### src/rtl/merge_noc_pkg.sv
// Shared types for the merge10 leaf arbiter: flit type, FSM states, tail helper.
// Latency: none (types and a pure function only).
// Backpressure: not applicable.
package merge_noc_pkg;

  localparam int FLIT_W   = 9;
  localparam int TAIL_BIT = FLIT_W - 1;

  typedef logic [FLIT_W-1:0] flit_t;

  typedef enum logic [1:0] {
    IDLE   = 2'd0,
    GRANT0 = 2'd1,
    GRANT1 = 2'd2
  } arb_state_t;

  // The top bit of every flit marks the last flit of a packet.
  function automatic logic is_tail(input flit_t f);
    return f[TAIL_BIT];
  endfunction

endpackage

### src/rtl/rr_arb2.sv
// Two-way round-robin pick: one-hot grant, the requester that did not win last time wins a tie.
// Latency: purely combinational.
// Backpressure: none; the caller masks req when the grant cannot be used.
module rr_arb2 (
  input  logic [1:0] req,
  input  logic       last_grant,
  output logic [1:0] gnt
);

  // Single requester wins outright; on a tie the index opposite last_grant wins.
  always_comb begin
    gnt = 2'b00;
    case (req)
      2'b01:   gnt = 2'b01;
      2'b10:   gnt = 2'b10;
      2'b11:   gnt = last_grant ? 2'b01 : 2'b10;
      default: gnt = 2'b00;
    endcase
  end

endmodule

### src/rtl/merge10_leaf_arbiter.sv
// Packet-atomic round-robin 2:1 merge onto one leaf channel, with a source-ID token per packet.
// Latency: 1 cycle from input transfer to out_valid; header granted in the cycle it is eligible.
// Backpressure: inputs stall when the output register is full and not draining; headers also wait for a free S slot.
module merge10_leaf_arbiter
  import merge_noc_pkg::*;
#(
  parameter int W         = 9,
  parameter int MAX_FLITS = 16
) (
  input  logic         CLK,
  input  logic         _RESET,
  input  logic [W-1:0] in0_data,
  input  logic         in0_valid,
  output logic         in0_ready,
  input  logic [W-1:0] in1_data,
  input  logic         in1_valid,
  output logic         in1_ready,
  output logic [W-1:0] out_data,
  output logic         out_valid,
  input  logic         out_ready,
  output logic         s_data,
  output logic         s_valid,
  input  logic         s_ready,
  output logic         err_overlen
);

  localparam int CW = $clog2(MAX_FLITS + 1);

  arb_state_t    state;
  logic          last_grant;
  logic [CW-1:0] cnt;

  logic          out_slot_free;
  logic          s_free;
  logic [1:0]    req;
  logic [1:0]    gnt;
  logic          take0;
  logic          take1;
  logic          load;
  logic          hdr;
  logic [W-1:0]  sel_data;
  logic          tail;
  logic          at_limit;

  assign out_slot_free = !out_valid || out_ready;
  assign s_free        = !s_valid || s_ready;

  // A header may only start when both the flit slot and the token slot can take it.
  assign req = {in1_valid, in0_valid} & {2{out_slot_free && s_free}};

  rr_arb2 u_rr_arb2 (
    .req        (req),
    .last_grant (last_grant),
    .gnt        (gnt)
  );

  // Ready generation: arbiter pick in IDLE, owner-only ready while a packet is open.
  always_comb begin
    in0_ready = 1'b0;
    in1_ready = 1'b0;
    if (_RESET) begin
      case (state)
        IDLE: begin
          in0_ready = gnt[0];
          in1_ready = gnt[1];
        end
        GRANT0:  in0_ready = out_slot_free;
        GRANT1:  in1_ready = out_slot_free;
        default: ;
      endcase
    end
  end

  assign take0    = in0_valid && in0_ready;
  assign take1    = in1_valid && in1_ready;
  assign load     = take0 || take1;
  assign hdr      = load && (state == IDLE);
  assign sel_data = take1 ? in1_data : in0_data;
  assign tail     = is_tail(flit_t'(sel_data));
  assign at_limit = (cnt == CW'(MAX_FLITS - 1));

  // Packet FSM, round-robin history and per-packet flit count.
  always_ff @(posedge CLK or negedge _RESET) begin
    if (!_RESET) begin
      state      <= IDLE;
      last_grant <= 1'b1;
      cnt        <= '0;
    end else if (load) begin
      if (hdr) begin
        last_grant <= take1;
        cnt        <= CW'(1);
        if (tail) state <= IDLE;
        else      state <= take1 ? GRANT1 : GRANT0;
      end else begin
        cnt <= cnt + CW'(1);
        // Tail closes the packet; the MAX_FLITS-th non-tail flit force-closes it.
        if (tail || at_limit) state <= IDLE;
      end
    end
  end

  // Sticky truncation flag: only reset clears it.
  always_ff @(posedge CLK or negedge _RESET) begin
    if (!_RESET)                                err_overlen <= 1'b0;
    else if (load && !hdr && !tail && at_limit) err_overlen <= 1'b1;
  end

  // One-entry output register: fill on any transfer, empty when drained and not refilled.
  always_ff @(posedge CLK or negedge _RESET) begin
    if (!_RESET) begin
      out_data  <= '0;
      out_valid <= 1'b0;
    end else if (load) begin
      out_data  <= sel_data;
      out_valid <= 1'b1;
    end else if (out_ready) begin
      out_valid <= 1'b0;
    end
  end

  // Source-ID token: written by each header, cleared when consumed and not replaced.
  always_ff @(posedge CLK or negedge _RESET) begin
    if (!_RESET) begin
      s_data  <= 1'b0;
      s_valid <= 1'b0;
    end else if (hdr) begin
      s_data  <= take1;
      s_valid <= 1'b1;
    end else if (s_ready) begin
      s_valid <= 1'b0;
    end
  end

endmodule

### config.mk
export PLATFORM = sky130hd
export DESIGN_NAME = merge10_leaf_arbiter
export DESIGN_NICKNAME = d
export VERILOG_FILES = /design/src/rtl/merge_noc_pkg.sv /design/src/rtl/rr_arb2.sv /design/src/rtl/merge10_leaf_arbiter.sv
export SDC_FILE = /design/constraint.sdc
export NUM_CORES = 1
export LEC_CHECK = 0
export BUFFER_PORTS_ARGS = -buffer_cell sky130_fd_sc_hd__buf_2
export CAP_MARGIN = 20
export CORE_AREA = 3 3 78 43
export CTS_CLUSTER_DIAMETER = 150
export DETAILED_ROUTE_END_ITERATION = 10
export DIE_AREA = 0 0 81 46
export HOLD_SLACK_MARGIN = 0.06
export PLACE_DENSITY = 0.65
export RECOVER_POWER = 50
export SYNTH_ARGS = -nofsm -noshare
export SYNTH_HDL_FRONTEND = slang
export SYNTH_SLANG_ARGS = --single-unit
### constraint.sdc
create_clock -name CLK -period 1.6 [get_ports CLK]
set_clock_uncertainty 0.15 [all_clocks]
set_input_delay 0.08 -clock CLK [delete_from_list [all_inputs] [get_ports CLK]]
set_output_delay 0.08 -clock CLK [all_outputs]
set_load 0.01 [all_outputs]
==> out/results.tsv, run 1 <==
metric	value	unit
synth_most_common_cell	nand2_1	
switching_share	39.3	%
slew_violations	0	
p_clk_share	12.4	%
die_x	81	µm
ctsHtreeMaxLevel	1	
antenna_found_initial	0	
final_nets	222	
layout_setup_ws	-0.0666	ns
diodes	0	
cap_violations	0	
switching_power	1.14	mW
setup_tns	-0.658	ns
rsz0062_at_grt	true	
routed_wl	3260	µm
hold_violations	0	
n_fill_cell	218	
cts_root_buffer	clkbuf_8	
status	complete, but fails checks	
arrival	1.67	ns
synth_common_cells	nand2_1 (26), dfrtp_1 (20), nor2_1 (13)	
synth_area_leaders	dfrtp_1 (46%), nand2_1 (8.9%), a31oi_1 (5.7%)	
p_per_area	1550	mW/mm²
vias	1181	
route.detailed.vias_per_inst	5.09	
tritoncts	yes	
syn_nets	141	
crit_required	1.60	ns
yosysTopAreaCell	dfrtp_1	
num_rows	13	
clock_latency	0.27	ns
synth_cell_types	34	
setup_viol	17	
leakagePower	0.881	nW
netlist_area	0.00109	mm²
drc	0	
hold_path.class	input port to async pin	
fmax	600	MHz
violations	setup timing	
fin_crit	1.67	ns
fp.dieH	46	µm
syn_avg_cell_area	9.49	µm²
critPathMaxFanout	16	
grt_pass1_wl	4930	µm
synth-edff-count	0	
tightest_slew	0.430	ns
seq_power_share	32.5	%
p_total	2.89	mW
grt_usage	17.9	%
regArea	527	µm²
clock-sinks	21	
die_area	0.00373	mm²
area_delta_synth_final	71.1	%
critPathLaunchType	register	
ant_nets	0	
clk_pin_slew_worst_paths	0.08	ns
drtPass1Iterations	4	
drt_iter0_drc	58	
grt_pass1_vias	1063	
core_area	0.00264	mm²
numCtsBuffers	3	
yosysWarningCount	0	
pin_count	39	
fin_crit_sh	104	%
drive_gt1_share	50.3	%
slew_headroom	71.3	%
path_class	register to register	
place_hpwl	2100	µm
place_congestion	0.757	
fin_hold_ws	0.126	ns
pwr-share-comb	55.1	%
grt_overflow_total	0	
port_buffers	38	
synthFlopType	dfrtp_1	
multi_input_area	623	µm²
cts.path.max_buffers	2	
intPower	1.75	mW
grt_start_max_net_pins	18	
yosysSeqAreaShare	48.3	%
power.ir.vdd_worst	0.641	mV
end_kind	register	
ys_seq_elements	21	
synthCells	115	
initial_core_util	41.4	%
yosysTopAreaCellShare	45.9	%
synth-async-reset-ratio	100	%
wl_per_cell	14.1	µm
placed cells by master (no fill, tap or decap), types with 2 or more instances in the layout:
cell type / instances
buf_2: 38
nand2_1: 26
dfrtp_1: 20
dlygate4sd3_1: 20
buf_4: 14
a31oi_1: 10
nor2_2: 8
buf_6: 5
nor2_1: 3
a21oi_2: 3
clkbuf_8: 3
buf_12: 3
o21ai_1: 2
a22o_1: 2
nor2_4: 2
o21ai_2: 2
o21ai_0: 2
routing by layer:
| layer | wire length, µm | track usage, % | part of all wire [%] | vias up |
|---|---|---|---|---|
| met4 | 57 | 7.41 | 1.7 | 0 |
| met1 | 1490 | 23.0 | 46 | 577 |
| li1 | - | - | - | 565 |
| met5 | 0 | 0 | 0 | - |
| met2 | 1550 | 29.7 | 48 | 32 |
| met3 | 158 | 3.95 | 4.8 | 7 |
layout make-up:
class / instances / share of cell area, %
flip-flops and latches: 21 / 28.2
multi-input cells: 87 / 33.4
clock buffers: 3 / 2.21
well taps: 37 / 2.48
clock inverters: 1 / 0.268
inverters: 2 / 0.402
repair buffers: 81 / 33.0
stage by stage:
| stage | util, % | setup slack, ns | instances | instance area, µm² |
|---|---|---|---|---|
| after floorplan | - | -0.00800 | 115 | 1090 |
| final | 70.8 | -0.0666 | 232 | 1870 |
| after CTS | 68.1 | -0.0703 | 229 | 1790 |
| after global routing | 70.8 | -0.118 | 232 | 1870 |
| after global placement | 53.6 | -0.0247 | 200 | 1410 |
| after detailed placement | 53.6 | -0.0457 | 200 | 1410 |
registers in the layout, indices dropped and copies added (netlist names):
| signal | flops |
|---|---|
| cnt | 5 |
| err_overlen | 1 |
| last_grant | 1 |
| out_data | 9 |
| out_valid | 1 |
| s_data | 1 |
| s_valid | 1 |
| state | 2 |
power groups by stage:
| stage | clock, mW | combinational [mW] | sequential, mW |
|---|---|---|---|
| final | 0.359 | 1.59 | 0.940 |
| after global routing | 0.388 | 1.71 | 0.973 |
| after CTS | 0.364 | 1.47 | 0.937 |
| after detailed placement | 0 | 1.26 | 0.937 |
| after global placement | 0 | 1.24 | 0.934 |
| after floorplan | 0 | 0.659 | 1.00 |
critical path, cell delays in order, from the launching register on:
cell and delay, ns:
dfrtp_1 0.38, nand2b_1 0.15, nand3b_4 0.11, or3b_4 0.45
buf_12 0.18, nor2_2 0.09, a31oi_1 0.05
cells by family after synthesis:
group | after synthesis | synth area share, %
AND/OR/NAND/NOR | 53 | 23.9
adder cells (fa/ha/maj) | 2 | 2.29
buffers and inverters | 7 | 5.50
flip-flops | 21 | 48.3
AO/OA/AOI/OAI | 32 | 20.1
worst paths after layout:
kind	startpoint	endpoint	slack (ns)	cells past startpoint
max	out_valid$_DFFE_PN0P_	out_data[6]$_DFFE_PN0N_	-0.07	6
min	_RESET	out_valid$_DFFE_PN0P_	0.13	2
max reg2reg	out_valid$_DFFE_PN0P_	out_data[6]$_DFFE_PN0N_	-0.07	6
min reg2reg	err_overlen$_DFFE_PN0P_	err_overlen$_DFFE_PN0P_	0.32	1
max in group asynchronous	_RESET	last_grant$_DFFE_PN1P_	0.47	3
min in group CLK	_RESET	last_grant$_DFFE_PN1P_	0.13	5
timing repair:
action	4_1_cts	5_1_grt
endpoints found under the hold margin	34	0
hold buffers	20	0
setup endpoints to repair	19	21
gates resized for setup	25	14
buffers inserted	4	3
pin swaps	2	6
gates cloned	1	0
(Power assumes the default switching activity.)
==> run 2, diff against run 1 <==
--- a/config.mk
+++ b/config.mk
@@ -5,14 +5,15 @@
 export SDC_FILE = /design/constraint.sdc
 export NUM_CORES = 1
 export LEC_CHECK = 0
+export ABC_AREA = 1
 export BUFFER_PORTS_ARGS = -buffer_cell sky130_fd_sc_hd__buf_2
 export CAP_MARGIN = 20
-export CORE_AREA = 3 3 78 43
+export CORE_AREA = 3 3 79 44
 export CTS_CLUSTER_DIAMETER = 150
 export DETAILED_ROUTE_END_ITERATION = 10
-export DIE_AREA = 0 0 81 46
+export DIE_AREA = 0 0 82 47
 export HOLD_SLACK_MARGIN = 0.06
-export PLACE_DENSITY = 0.65
+export PLACE_DENSITY = 0.63
 export RECOVER_POWER = 50
 export SYNTH_ARGS = -nofsm -noshare
 export SYNTH_HDL_FRONTEND = slang
==> run 2 against run 1 <==
The flow still finishes with violations (setup timing). Critical path depth up 3. Hold slack better by 0.013 ns. Critical path type unchanged. Largest power group unchanged. Clock power down 2%. Maximum frequency up 1.2%. First-iteration DRC count up 16%. Synthesized cell count up 14%. Sequential power down 4.7%.
==> out/results.tsv, run 2 <==
metric	value	unit
top_regs	out_data: 9 flops, cnt: 5 flops, state: 2 flops	
die_area	0.00385	mm²
layout_commonest_cell	buf_2	
place_hpwl	2180	µm
tritoncts	yes	
violations	setup timing	
drive_gt1_share	42.5	%
critical_path.top_delay_family	simple AND/OR/NAND/NOR gates	
area_delta_synth_final	64.4	%
core_area	0.00287	mm²
largest_reg_flops	9	
yosysTopAreaCell	dfrtp_1	
cap_violations	0	
ctsHtreeMaxLevel	1	
synth-edff-count	0	
clock_latency	0.27	ns
rsz0062_at_grt	true	
initial_core_util	38.5	%
fp.dieH	47	µm
crit_buf_inv	1	
path_class	register to register	
yosysSeqAreaShare	47.7	%
numCtsBuffers	3	
synth_cell_types	26	
max_stage_delay	0.41	ns
synth-async-reset-ratio	100	%
synthFlopType	dfrtp_1	
vias	1187	
final_nets	239	
fin_cells	252	
placed_cell_area	0.00141	mm²
slowest_stage	dfrtp_1	
most-common-layout-cells	buf_2 (37), nand2_1 (24), dlygate4sd3_1 (21)	
num_rows	14	
status	complete, but fails checks	
syn_avg_cell_area	8.43	µm²
yosysWarningCount	0	
grt_pass1_vias	991	
slew_violations	0	
cts.path.max_buffers	2	
critPathLaunchType	register	
hold_path.class	input port to register	
pin_count	39	
drc	0	
drtPass1Iterations	4	
antenna_found_initial	0	
power.ir.vdd_worst	0.618	mV
drt_iter0_drc	67	
top_register	out_data	
end_kind	register	
arrival	1.65	ns
fin_area	0.00182	mm²
wl_per_cell	13.1	µm
grt_usage	16.8	%
setup_tns	-0.122	ns
synthCells	131	
critPathMaxFanout	3	
netlist_area	0.00110	mm²
grt_overflow_total	0	
p_per_area	1430	mW/mm²
synth_area_leaders	dfrtp_1 (45%), nand2_1 (9.5%), nand3_1 (6.8%)	
fin_util	63.2	%
cts_root_buffer	clkbuf_8	
place_congestion	0.844	
fin_crit	1.65	ns
diodes	0	
leakagePower	0.923	nW
routed_wl	3290	µm
synth_common_cells	nand2_1 (28), dfrtp_1 (20), nand3_1 (15)	
n_fill_cell	260	
setup_viol	6	
ys_seq_elements	21	
die_x	82	µm
route.detailed.vias_per_inst	4.71	
grt_start_max_net_pins	22	
hold_violations	0	
clock-sinks	21	
crit_required	1.60	ns
ant_nets	0	
path_cells	nand2_2 -> nand2_4 -> o21bai_4 -> buf_6 -> nand4_1 -> nand3_2 -> nand2_1 -> nand2_1 -> nand2_1	
yosysTopAreaCellShare	45.3	%
slew_headroom	64.7	%
clk_pin_slew_worst_paths	0.08	ns
fin_crit_sh	103	%
synth_most_common_cell	nand2_1	
grt_pass1_wl	4680	µm
dp_cells	219	
port_buffers	38	
syn_nets	157	
fmax	607	MHz
layout_setup_ws	-0.0461	ns
crit_top_cell	nand2_1	
tightest_slew	0.530	ns
-- run 2: cell count changes after synthesis, moves of 5 or more --
cell,delta
nand2_2,+5
a21oi_1,+8
nand4_1,+5
inv_1,+9
a31oi_1,-10
nand3_1,+12
-- run 2: kinds of logic (layout without fill, tap and decap cells) --
logic type | after synthesis | in the layout | share of synthesized area, %
fa+ha+maj | 2 | 2 | 2.26
buf+inv | 17 | 97 | 7.93
simple gates | 70 | 71 | 30.2
flops | 21 | 21 | 47.7
compound gates | 20 | 20 | 11.1
xor+xnor | 1 | 1 | 0.793
-- run 2: per-layer routing --
| layer | wire, µm | vias up | global-route usage (%) | part of all wire (%) |
|---|---|---|---|---|
| met5 | 0 | - | 0 | 0 |
| met4 | 34 | 0 | 4.97 | 1.0 |
| met3 | 117 | 4 | 4.21 | 3.6 |
| met2 | 1570 | 26 | 26.8 | 48 |
| met1 | 1570 | 564 | 22.9 | 48 |
| li1 | - | 593 | - | - |
-- run 2: timing repair --
action	in CTS	in global routing
pin swaps	1	14
resized for setup	4	20
buffers inserted	1	6
hold buffers	20	1
hold endpoints to repair	35	1
cloned	0	1
setup endpoints to repair	15	22
-- run 2: per-stage QoR --
stage / worst slack, ns / hold slack, ns / power [mW]
after global routing: -0.124 / 0.149 / 2.79
final: -0.0461 / 0.139 / 2.60
after detailed placement: -0.0409 / -0.0659 / 1.93
after global placement: 0.0106 / -0.0669 / 1.90
after floorplan: 0.0905 / -0.366 / 1.50
after CTS: -0.00809 / -0.0461 / 2.37
-- run 2: path summary, 6_finish.rpt --
path,slack [ns],to,cells past startpoint,startpoint
worst max register to register,-0.05,state[0]$_DFFE_PN0P_,9,out_valid$_DFFE_PN0P_
min in group asynchronous,0.27,out_data[1]$_DFFE_PN0N_,3,_RESET
worst min-delay path,0.14,out_data[5]$_DFFE_PN0N_,4,in0_valid
worst min register to register,0.32,s_data$_DFFE_PN0P_,2,s_data$_DFFE_PN0P_
worst max-delay path,-0.05,state[0]$_DFFE_PN0P_,9,out_valid$_DFFE_PN0P_
max in group asynchronous,0.65,state[0]$_DFFE_PN0P_,3,_RESET
-- run 2: final cells by class --
type                    instances  area (µm²)  share of cell area (%)
repair buffers                 80         573                    31.5
multi-input cells              94         566                    31.1
flip-flops and latches         21         528                    29.1
inverters                      13        53.8                    2.96
well taps                      40        50.0                    2.75
clock buffers                   3        41.3                    2.27
clock inverters                 1        5.00                   0.275
-- run 2: where the power goes --
part,internal [mW],switching [mW]
logic,0.655,0.699
registers,0.752,0.145
clock network,0.174,0.178
total,1.58,1.02
-- run 2: worst reg2reg max path, stage by stage, from the launching register on --
cell      delay, ns
dfrtp_1        0.41
nand2_2        0.10
nand2_4        0.07
o21bai_4       0.18
buf_6          0.12
nand4_1        0.18
nand3_2        0.12
nand2_1        0.08
nand2_1        0.07
nand2_1        0.05
==> run 3, diff against run 2 <==
--- a/config.mk
+++ b/config.mk
@@ -5,13 +5,12 @@
 export SDC_FILE = /design/constraint.sdc
 export NUM_CORES = 1
 export LEC_CHECK = 0
-export ABC_AREA = 1
 export BUFFER_PORTS_ARGS = -buffer_cell sky130_fd_sc_hd__buf_2
 export CAP_MARGIN = 20
-export CORE_AREA = 3 3 79 44
+export CORE_AREA = 3 3 78 43
 export CTS_CLUSTER_DIAMETER = 150
 export DETAILED_ROUTE_END_ITERATION = 10
-export DIE_AREA = 0 0 82 47
+export DIE_AREA = 0 0 81 46
 export HOLD_SLACK_MARGIN = 0.06
 export PLACE_DENSITY = 0.63
 export RECOVER_POWER = 50
==> constraint.sdc (replaced) <==
create_clock -name CLK -period 2.1 [get_ports CLK]
set_clock_uncertainty 0.15 [all_clocks]
set_input_delay 0.105 -clock CLK [delete_from_list [all_inputs] [get_ports CLK]]
set_output_delay 0.105 -clock CLK [all_outputs]
set_load 0.01 [all_outputs]
==> run 3 against run 2 <==
The run now ends clean. Global-route usage decreased by 0.53 points. Cell area fell by 16%. Clock-buffer cell count stayed put. Combinational power fell by 41%. Non-clock buffer count decreased by 19. Critical endpoint is now err_overlen$_DFFE_PN0P_. Register-to-register slack better by 0.37 ns. First-iteration DRC count fell by 31%. Routed wire length shrank 16%. Power is 31% lower. Utilization down 5.0 points. Critical path type is now input port to register. Sequential share of layout area rose by 5.3 points. Hold slack worse by 0.055 ns.
==> out/results.tsv, run 3 (synthesis gave the netlist of run 1 again) <==
metric	value	unit
crit_start	s_ready	
critPathMaxFanout	17	
clk_pin_slew_worst_paths	0.08	ns
top_regs	out_data: 9 flops, cnt: 5 flops, state: 2 flops	
routed_wl	2780	µm
slew_violations	0	
reg2reg_slack	0.32	ns
route.detailed.vias_per_inst	4.97	
fin_hold_ws	0.0835	ns
fp.dieH	46	µm
slew_headroom	67.9	%
dp_cells	188	
fmax	514	MHz
r2r-start	last_grant$_DFFE_PN1P_	
pin_count	39	
place_congestion	0.822	
setup_viol	0	
arrival	1.95	ns
diodes	0	
initial_core_util	41.4	%
hold_path.class	input port to register	
num_rows	13	
drtPass1Iterations	4	
status	complete, no violations	
leakagePower	0.731	nW
cts.path.max_buffers	2	
crit_required	2.10	ns
grt_pass1_wl	4550	µm
hp-start	out_ready	
fin_crit	1.95	ns
layout_setup_ws	0.153	ns
grt_overflow_total	0	
drt_iter0_drc	46	
hold_violations	0	
die_x	81	µm
fin_crit_sh	92.7	%
drive_gt1_share	26.3	%
most-common-layout-cells	buf_2 (30), nand2_1 (26), dfrtp_1 (20), dlygate4sd3_1 (20), nor2_1 (13)	
top_register	out_data	
p_total	1.78	mW
drc	0	
cts_root_buffer	clkbuf_8	
clock_latency	0.26	ns
path_class	input port to register	
pre_cts_ws	0.325	ns
end_kind	register	
final_nets	202	
crit_end	err_overlen$_DFFE_PN0P_	
p_per_area	1160	mW/mm²
setup_tns	0	ns
grt_pass1_vias	981	
clock-sinks	21	
r2r-end	err_overlen$_DFFE_PN0P_	
numCtsBuffers	3	
critPathLaunchType	input port	
largest_reg_flops	9	
ctsHtreeMaxLevel	1	
power.ir.vdd_worst	0.516	mV
grt_start_max_net_pins	23	
tritoncts	yes	
wl_per_cell	13.1	µm
ant_nets	0	
port_buffers	38	
area_delta_synth_final	40.6	%
cap_violations	0	
fin_cells	212	
rsz0062_at_grt	false	
grt_usage	16.2	%
tightest_slew	0.480	ns
layout_commonest_cell	buf_2	
antenna_found_initial	0	
place_hpwl	1890	µm
core_area	0.00264	mm²
vias	1054	
die_area	0.00373	mm²
reg2reg_depth	5	
run 3: changes by cell type in the layout (fill, tap and decap cells not counted), sizes merged, moves of 7 or more:
cell    change
nand3      -14
a31oi      +10
inv         -9
nand2       -9
buf        -25
clkbuf      +7
a21oi       -7
run 3: power breakdown:
group	total, mW	switching (mW)	internal (mW)
Combinational	0.798	0.454	0.344
Sequential	0.721	0.123	0.597
Clock	0.265	0.133	0.132
Total	1.78	0.710	1.07
run 3: final cells by class:
type | instances | area [µm²]
clock buffers | 3 | 41.3
clock inverters | 1 | 5.00
fillers | 256 | 1100
inverters | 2 | 7.51
multi-input cells | 87 | 504
flip-flops and latches | 21 | 527
well taps | 37 | 46.3
repair buffers | 61 | 403
run 3: worst min path at each step:
stage	slack, ns	end	cells past startpoint
2_1_floorplan	-0.34	cnt[0]$_DFFE_PN0N_	0
3_3_place_gp	0.01	s_valid$_DFFE_PN0P_	2
3_5_place_dp	0.02	s_valid$_DFFE_PN0P_	2
4_1_cts	0.08	out_valid$_DFFE_PN0P_	3
5_1_grt	0.12	out_valid$_DFFE_PN0P_	3
6_report	0.08	out_valid$_DFFE_PN0P_	3
run 3: worst max-delay path, stage by stage:
cell and delay [ns]:
dlygate4sd3_1 0.53, buf_2 0.12, nand2b_2 0.19, a21boi_1 0.18, o21ai_4 0.42, o22ai_1 0.15
a31o_1 0.25
run 3: routing by layer:
metal	vias up	track usage (%)	share of wire [%]
met2	28	25.4	45
met3	4	4.55	4.4
li1	525	-	-
met4	0	5.72	1.2
met1	497	21.8	50
met5	-	0	0
run 3: repair_timing:
item                      4_1_cts  5_1_grt
buffers inserted                0        0
hold endpoints to repair       33        0
hold buffers                   20        0
gates resized for setup         0        0
run 3: stage by stage:
| stage | cell area [µm²] | util, % |
|---|---|---|
| floorplan | 1090 | - |
| global placement | 1300 | 49.2 |
| detailed placement | 1300 | 49.2 |
| CTS | 1540 | 58.6 |
| global route | 1530 | 58.2 |
| finish | 1530 | 58.2 |
